File: src/rtl/clk_freq_monitor_pkg.sv
// clk_freq_monitor_pkg
//   Shared definitions for the clock frequency monitor:
//   lock FSM state encoding, estimator word field positions and
//   the frequency window test.
package clk_freq_monitor_pkg;

    typedef enum logic [1:0] {
        IDLE   = 2'd0,
        ACQ    = 2'd1,
        LOCKED = 2'd2,
        STALL  = 2'd3
    } mon_state_t;

    // Event counter field inside the 32-bit estimator word
    localparam int EVNT_MSB = 31;
    localparam int EVNT_LSB = 28;

    // Inclusive unsigned window test; lo > hi yields an empty window.
    // Arguments are widened to the largest legal count width.
    function automatic logic in_window(input logic [27:0] value,
                                       input logic [27:0] lo,
                                       input logic [27:0] hi);
        return (value >= lo) && (value <= hi);
    endfunction

endpackage

File: src/rtl/clk_mon_timeout.sv
// clk_mon_timeout
//   Saturating stall-timeout counter for the clock frequency monitor.
//   Ports:
//     clk     - measured clock
//     rst     - asynchronous active-high reset
//     clear   - restart counting from zero (a new measurement arrived)
//     expired - counter has reached all ones (held until cleared)
module clk_mon_timeout #(
    parameter int unsigned TIMEOUT_BITS = 24
) (
    input  logic clk,
    input  logic rst,
    input  logic clear,
    output logic expired
);

    logic [TIMEOUT_BITS-1:0] cnt;

    always_ff @(posedge clk or posedge rst) begin
        if (rst) begin
            cnt <= '0;
        end else if (clear) begin
            cnt <= '0;
        end else if (cnt != '1) begin
            cnt <= cnt + 1'b1;
        end
    end

    assign expired = (cnt == '1);

endmodule

File: src/rtl/clk_freq_monitor.sv
// clk_freq_monitor
//   Consumes the estimator word {evnts[3:0], pad, period count}, detects
//   each new measurement (change of evnts), checks it against a runtime
//   window and runs a lock/unlock FSM with hysteresis. Tracks last/min/max
//   counts, a saturating out-of-window count, and flags a stalled clock.
//   Ports:
//     clk, rst        - measured clock, asynchronous active-high reset
//     cntr_valid      - estimator word valid
//     cntr_ready      - monitor ready (high from first edge after reset)
//     cntr_data       - [31:28] event counter, [EST_BITS-1:0] period count
//     cfg_lo, cfg_hi  - inclusive window bounds
//     clr             - one-cycle clear of min/max/err statistics
//     stat_valid      - pulse: accepted measurement reflected in stats
//     stat_locked     - lock status
//     stat_stalled    - no measurement within the timeout
//     stat_last/min/max - last, minimum and maximum accepted counts
//     stat_err_cnt    - out-of-window accepted samples, saturating
//     irq             - pulse on every change of stat_locked
module clk_freq_monitor
    import clk_freq_monitor_pkg::*;
#(
    parameter int unsigned EST_BITS     = 20,
    parameter int unsigned LOCK_CNT     = 4,
    parameter int unsigned UNLOCK_CNT   = 2,
    parameter int unsigned TIMEOUT_BITS = 24
) (
    input  logic                clk,
    input  logic                rst,
    input  logic                cntr_valid,
    output logic                cntr_ready,
    input  logic [31:0]         cntr_data,
    input  logic [EST_BITS-1:0] cfg_lo,
    input  logic [EST_BITS-1:0] cfg_hi,
    input  logic                clr,
    output logic                stat_valid,
    output logic                stat_locked,
    output logic                stat_stalled,
    output logic [EST_BITS-1:0] stat_last,
    output logic [EST_BITS-1:0] stat_min,
    output logic [EST_BITS-1:0] stat_max,
    output logic [7:0]          stat_err_cnt,
    output logic                irq
);

    localparam int unsigned GW = $clog2(LOCK_CNT + 1);
    localparam int unsigned BW = $clog2(UNLOCK_CNT + 1);

    mon_state_t          state;
    logic [3:0]          prev_evnts;
    logic [GW-1:0]       good_cnt;
    logic [BW-1:0]       bad_cnt;

    logic [3:0]          evnts;
    logic [EST_BITS-1:0] count;
    logic                new_event;
    logic                in_win;
    logic                accept;
    logic                expired;
    logic [GW-1:0]       good_nxt;
    logic [BW-1:0]       bad_nxt;

    assign evnts     = cntr_data[EVNT_MSB:EVNT_LSB];
    assign count     = cntr_data[EST_BITS-1:0];
    // Any change of the event field is exactly one event, including 15->0
    assign new_event = cntr_valid && cntr_ready && (evnts != prev_evnts);
    assign in_win    = in_window(28'(count), 28'(cfg_lo), 28'(cfg_hi));
    // Events seen in IDLE/STALL are partial periods and never reach the stats
    assign accept    = new_event && ((state == ACQ) || (state == LOCKED));
    assign good_nxt  = good_cnt + 1'b1;
    assign bad_nxt   = bad_cnt + 1'b1;

    generate
        if (EST_BITS < 28) begin : g_pad
            logic unused_pad;
            assign unused_pad = ^cntr_data[EVNT_LSB-1:EST_BITS];
        end
    endgenerate

    clk_mon_timeout #(
        .TIMEOUT_BITS(TIMEOUT_BITS)
    ) u_timeout (
        .clk    (clk),
        .rst    (rst),
        .clear  (new_event),
        .expired(expired)
    );

    always_ff @(posedge clk or posedge rst) begin
        if (rst) begin
            cntr_ready   <= 1'b0;
            stat_valid   <= 1'b0;
            stat_locked  <= 1'b0;
            stat_stalled <= 1'b0;
            stat_last    <= '0;
            stat_min     <= '1;
            stat_max     <= '0;
            stat_err_cnt <= '0;
            irq          <= 1'b0;
            prev_evnts   <= '0;
            state        <= IDLE;
            good_cnt     <= '0;
            bad_cnt      <= '0;
        end else begin
            cntr_ready <= 1'b1;
            stat_valid <= accept;
            irq        <= 1'b0;

            if (new_event) begin
                prev_evnts <= evnts;
            end

            if (accept) begin
                stat_last <= count;
            end

            // clr wins over a coincident sample for min/max/err only
            if (clr) begin
                stat_min     <= '1;
                stat_max     <= '0;
                stat_err_cnt <= '0;
            end else if (accept) begin
                if (count < stat_min) stat_min <= count;
                if (count > stat_max) stat_max <= count;
                if (!in_win && (stat_err_cnt != 8'hFF)) begin
                    stat_err_cnt <= stat_err_cnt + 8'd1;
                end
            end

            // A real event in the expiry cycle is a valid measurement and wins
            if (new_event) begin
                case (state)
                    IDLE: begin
                        state    <= ACQ;
                        good_cnt <= '0;
                    end
                    STALL: begin
                        state        <= ACQ;
                        good_cnt     <= '0;
                        stat_stalled <= 1'b0;
                    end
                    ACQ: begin
                        if (in_win) begin
                            if (good_nxt == GW'(LOCK_CNT)) begin
                                state       <= LOCKED;
                                bad_cnt     <= '0;
                                stat_locked <= 1'b1;
                                irq         <= 1'b1;
                            end else begin
                                good_cnt <= good_nxt;
                            end
                        end else begin
                            good_cnt <= '0;
                        end
                    end
                    LOCKED: begin
                        if (!in_win) begin
                            if (bad_nxt == BW'(UNLOCK_CNT)) begin
                                state       <= ACQ;
                                good_cnt    <= '0;
                                stat_locked <= 1'b0;
                                irq         <= 1'b1;
                            end else begin
                                bad_cnt <= bad_nxt;
                            end
                        end else begin
                            bad_cnt <= '0;
                        end
                    end
                    default: state <= IDLE;
                endcase
            end else if (expired && (state != STALL)) begin
                state        <= STALL;
                good_cnt     <= '0;
                stat_stalled <= 1'b1;
                stat_locked  <= 1'b0;
                irq          <= stat_locked;
            end
        end
    end

endmodule

File: config.mk
export PLATFORM = sky130hd
export DESIGN_NAME = clk_freq_monitor
export DESIGN_NICKNAME = d
export VERILOG_FILES = /design/src/rtl/clk_freq_monitor_pkg.sv /design/src/rtl/clk_mon_timeout.sv /design/src/rtl/clk_freq_monitor.sv
export SDC_FILE = /design/constraint.sdc
export NUM_CORES = 1
export LEC_CHECK = 0
export ABC_AREA = 1
export CAP_MARGIN = 20
export CORE_ASPECT_RATIO = 0.9
export CORE_MARGIN = 2
export CORE_UTILIZATION = 55
export DETAILED_ROUTE_END_ITERATION = 10
export PLACE_DENSITY = 0.93
export SLEW_MARGIN = 15
export SYNTH_ARGS = -nofsm -noshare
export SYNTH_HDL_FRONTEND = slang
export SYNTH_SLANG_ARGS = --single-unit
export TNS_END_PERCENT = 20
File: constraint.sdc
create_clock -name clk -period 9.2 [get_ports clk]
set_input_delay 0.92 -clock clk [delete_from_list [all_inputs] [get_ports clk]]
set_output_delay 0.92 -clock clk [all_outputs]
set_load 0.1 [all_outputs]
==> summary.md <==
| Metric | Value |
|---|---|
| Status | `finished, final reports clean` |
| Final GP Congestion | `between 0.9 and 1` |
| Pwr Density | `225 nW/um2` |
| GR Util met3 | `7.28%` |
| CP startpoint kind | `primary input` |
| Max Fclk | `about 240 MHz` |
| Port bufs | `140` |
| Crit path max fanout | `21` |
| Post-cts resize count | `0` |
| DIE AREA | `between 10000 and 15000 um2` |
| Synth Instances | `~960` |
| Clock buffer depth | `2` |
| Initial antenna violation count | `0` |
| Die W | `around 130 um` |
| CTS root buffer | `clkbuf_16` |
| Initial Util | `56.9%` |
| Min-Delay Endpoint | `stat_last[15]` |
| # IOs | `roughly 150` |
| Fin crit period | `~4200 ps` |
| Worst-path clk slew | `70 ps` |
| Worst r2r src | `stat_max[19]` |
| Rel. slew slack | `between 20% and 30%` |
| Sequential area share after synthesis | `37.5%` |
| Layout cells sized above 1 | `6.14%` |
| Peak VDD IR | `between 300 and 400 uV` |
| TNS Setup | `0 ps` |
| Antenna-violating nets left | `0` |
| Maxcap violations | `0` |
| Clk sinks | `108` |
| Flop2flop setup slack | `between 5000 and 6000 ps` |
| Layout Area Growth over Synthesis | `25.0%` |
| Yosys synthesis warning count | `0` |
| Hold path depth | `2` |
| CP endpoint kind | `register` |
| FF-to-FF End | `stat_max[12]` |
| Pin count of the biggest net entering global routing | `63` |
| RSZ-0062 raised after global routing | `no` |
| Pleak | `~0.0045 uW` |
| M1 GR Usage | `between 30% and 40%` |
| Most Crowded Layer GR | `met2` |
| Synth unique cells | `between 40 and 50` |
| Mapped cell area | `around 7300 um2` |
| Fin crit share | `45.5%` |
| Hold path start | `stat_last[15]` |
| Row Count | `39` |
| DR DRC count | `0` |
| Commonest cells after routing, fill and taps aside | `nand2_1 (249), inv_1 (143), clkdlybuf4s50_1 (140)` |
| Post-DR vias/cell | `roughly 5.5` |
| Synthesized flop and latch total | `108` |
| TritonCTS clock tree | `yes` |
| Die H | `about 110 um` |
| Worst Path Arrival | `4400 ps` |
| Final hold violations | `0` |
| Required time worst endpoint | `between 9000 and 10000 ps` |
| Number of setup violations in the final report | `0` |
| Detailed-route via count | `about 6900` |
| Post-CTS Setup Inserts | `0` |
| Post-Place Worst Slack | `between 4000 and 5000 ps` |
| Cells on worst reg2reg path | `10` |
| Async set-reset flop share out of synthesis | `100%` |
| Top FF cell, synth | `dfrtp_1` |
| Pre-antenna DRT Iters | `7` |
| Clock latency on the worst-skew pair | `360 ps` |
| Num CTS Buffers | `9` |
| Fillers | `between 900 and 1000` |
| HPWL after DPL | `14.0 mm` |
| Clock Skew | `around 11 ps` |
| Area of the multi-input gates | `3870 um2` |
| 1st-iter DRT viols | `roughly 430` |
| H-Tree Depth | `3` |
| Most common cell after layout, fill and taps aside | `nand2_1` |
| GR Util met2 | `45.9%` |
| Syn nets | `between 1000 and 1500` |
| Syn avg cell area | `about 7.6 um2` |
| Hold Path Class | `reg2reg` |
| Max Slew Vio Count | `0` |
| DRT Wirelength | `19.2 mm` |
| First-pass GRT wire length | `about 32 mm` |
| # hold bufs at CTS | `0` |
| FF/Latch Area | `2730 um2` |
| WS Path Type | `in2reg` |
| GRT overflow | `0` |
| Vias in the first global route | `between 6000 and 7000` |
| Worst slew pin tran | `between 1000 and 1500 ps` |
| Core area | `approximately 13000 um2` |
| Post-synth EDFFs | `0` |
| Final worst slack | `approximately 5000 ps` |
| Fin nets | `about 1200` |
| Gr usage total | `roughly 28%` |
| Ant diodes | `0` |
| WL/cell | `roughly 15 um` |
## synth_stat cells, drive strengths merged, types with 2 or more instances
cell type | count | area [um2]
a211oi | 4 | 35.0
a21o | 2 | 15.0
a21oi | 58 | 302
a31oi | 2 | 12.5
buf | 12 | 68.8
clkbuf | 13 | 48.8
clkinv | 2 | 8.75
dfrtp | 88 | 2200
dfstp | 20 | 526
ha | 87 | 1090
inv | 147 | 552
nand2 | 258 | 988
nand3 | 70 | 373
nand3b | 2 | 15.0
nand4 | 13 | 81.3
nor2 | 71 | 272
nor3 | 18 | 101
nor4 | 4 | 55.1
nor4b | 2 | 32.5
o21a | 2 | 15.0
o21ai | 58 | 294
or2 | 4 | 25.0
xnor2 | 7 | 61.3
xor2 | 6 | 52.6
## worst max-delay path, cell delays in order
cell and delay, ps:
clkdlybuf4s50_1 600, ha_1 420, nand4_1 100, nor2_1 210
nor4b_4 320, nand2_1 90, nand3_1 680, nand2_1 710
nand2_1 250, a21oi_1 90
## sequential cells by signal (all words and copies together), names as in the netlist
| register | flops |
|---|---|
| stat_stalled | 1 |
| state | 2 |
| stat_min | 20 |
| u_timeout.cnt | 24 |
| irq | 1 |
| cntr_ready | 1 |
| stat_max | 20 |
| bad_cnt | 2 |
| stat_locked | 1 |
| good_cnt | 3 |
| stat_last | 20 |
| stat_err_cnt | 8 |
| prev_evnts | 4 |
| stat_valid | 1 |
## per-stage QoR
stage | hold WS [ps] | cells | instance area, um2 | total power [uW] | util [%]
floorplan | 453 | 957 | 7270 | 1380 | -
global placement | 463 | 1239 | 8790 | 1610 | 68.7
detailed placement | 467 | 1239 | 8790 | 1640 | 68.7
CTS | 487 | 1255 | 9090 | 2040 | 71.1
global route | 507 | 1255 | 9090 | 2130 | 71.1
finish | 484 | 1255 | 9090 | 2040 | 71.1
## logic make-up (layout without fill, tap and decap cells)
kind of cell | count (synthesis) | in the layout | synth area share (%)
buffers and inverters | 174 | 308 | 9.32
adder cells (fa/ha/maj) | 87 | 87 | 15.0
flip-flops | 108 | 108 | 37.5
AO/OA/AOI/OAI | 130 | 130 | 9.70
AND/OR/NAND/NOR | 444 | 444 | 26.9
other | 1 | 1 | 0.0516
XOR/XNOR | 13 | 13 | 1.57
## worst max-delay path by stage
stage / start / to / cells after the start
after detailed placement: cntr_data[15] / stat_max[17] / 10
after floorplan: rst / bad_cnt[0] / 1
after CTS: cntr_data[15] / stat_max[12] / 10
after global routing: cntr_data[19] / stat_max[12] / 10
final: cntr_data[14] / stat_max[12] / 10
after global placement: cntr_data[19] / stat_max[3] / 10
## power by group
part           switching, uW  total (uW)  leakage, uW  internal (uW)
Combinational            760        1000      0.00296            244
Clock                    188         402     0.000147            214
Sequential              59.9         635      0.00139            576
## layer usage
metal	wire length [um]	share of wire (%)
met5	0	0
met2	8910	46
met1	8030	42
met3	1700	8.8
met4	580	3.0
## area by class of cell
class                           instances  area share (%)
Multi-Input combinational cell        675            42.6
Sequential cell                       108            30.0
Timing Repair Buffer                  143            15.7
Inverter                              149            6.19
Clock buffer                           10            2.52
Tap cell                              164            2.26
Clock inverter                          6           0.812
No activity file was read; power rests on OpenSTA's default activity.
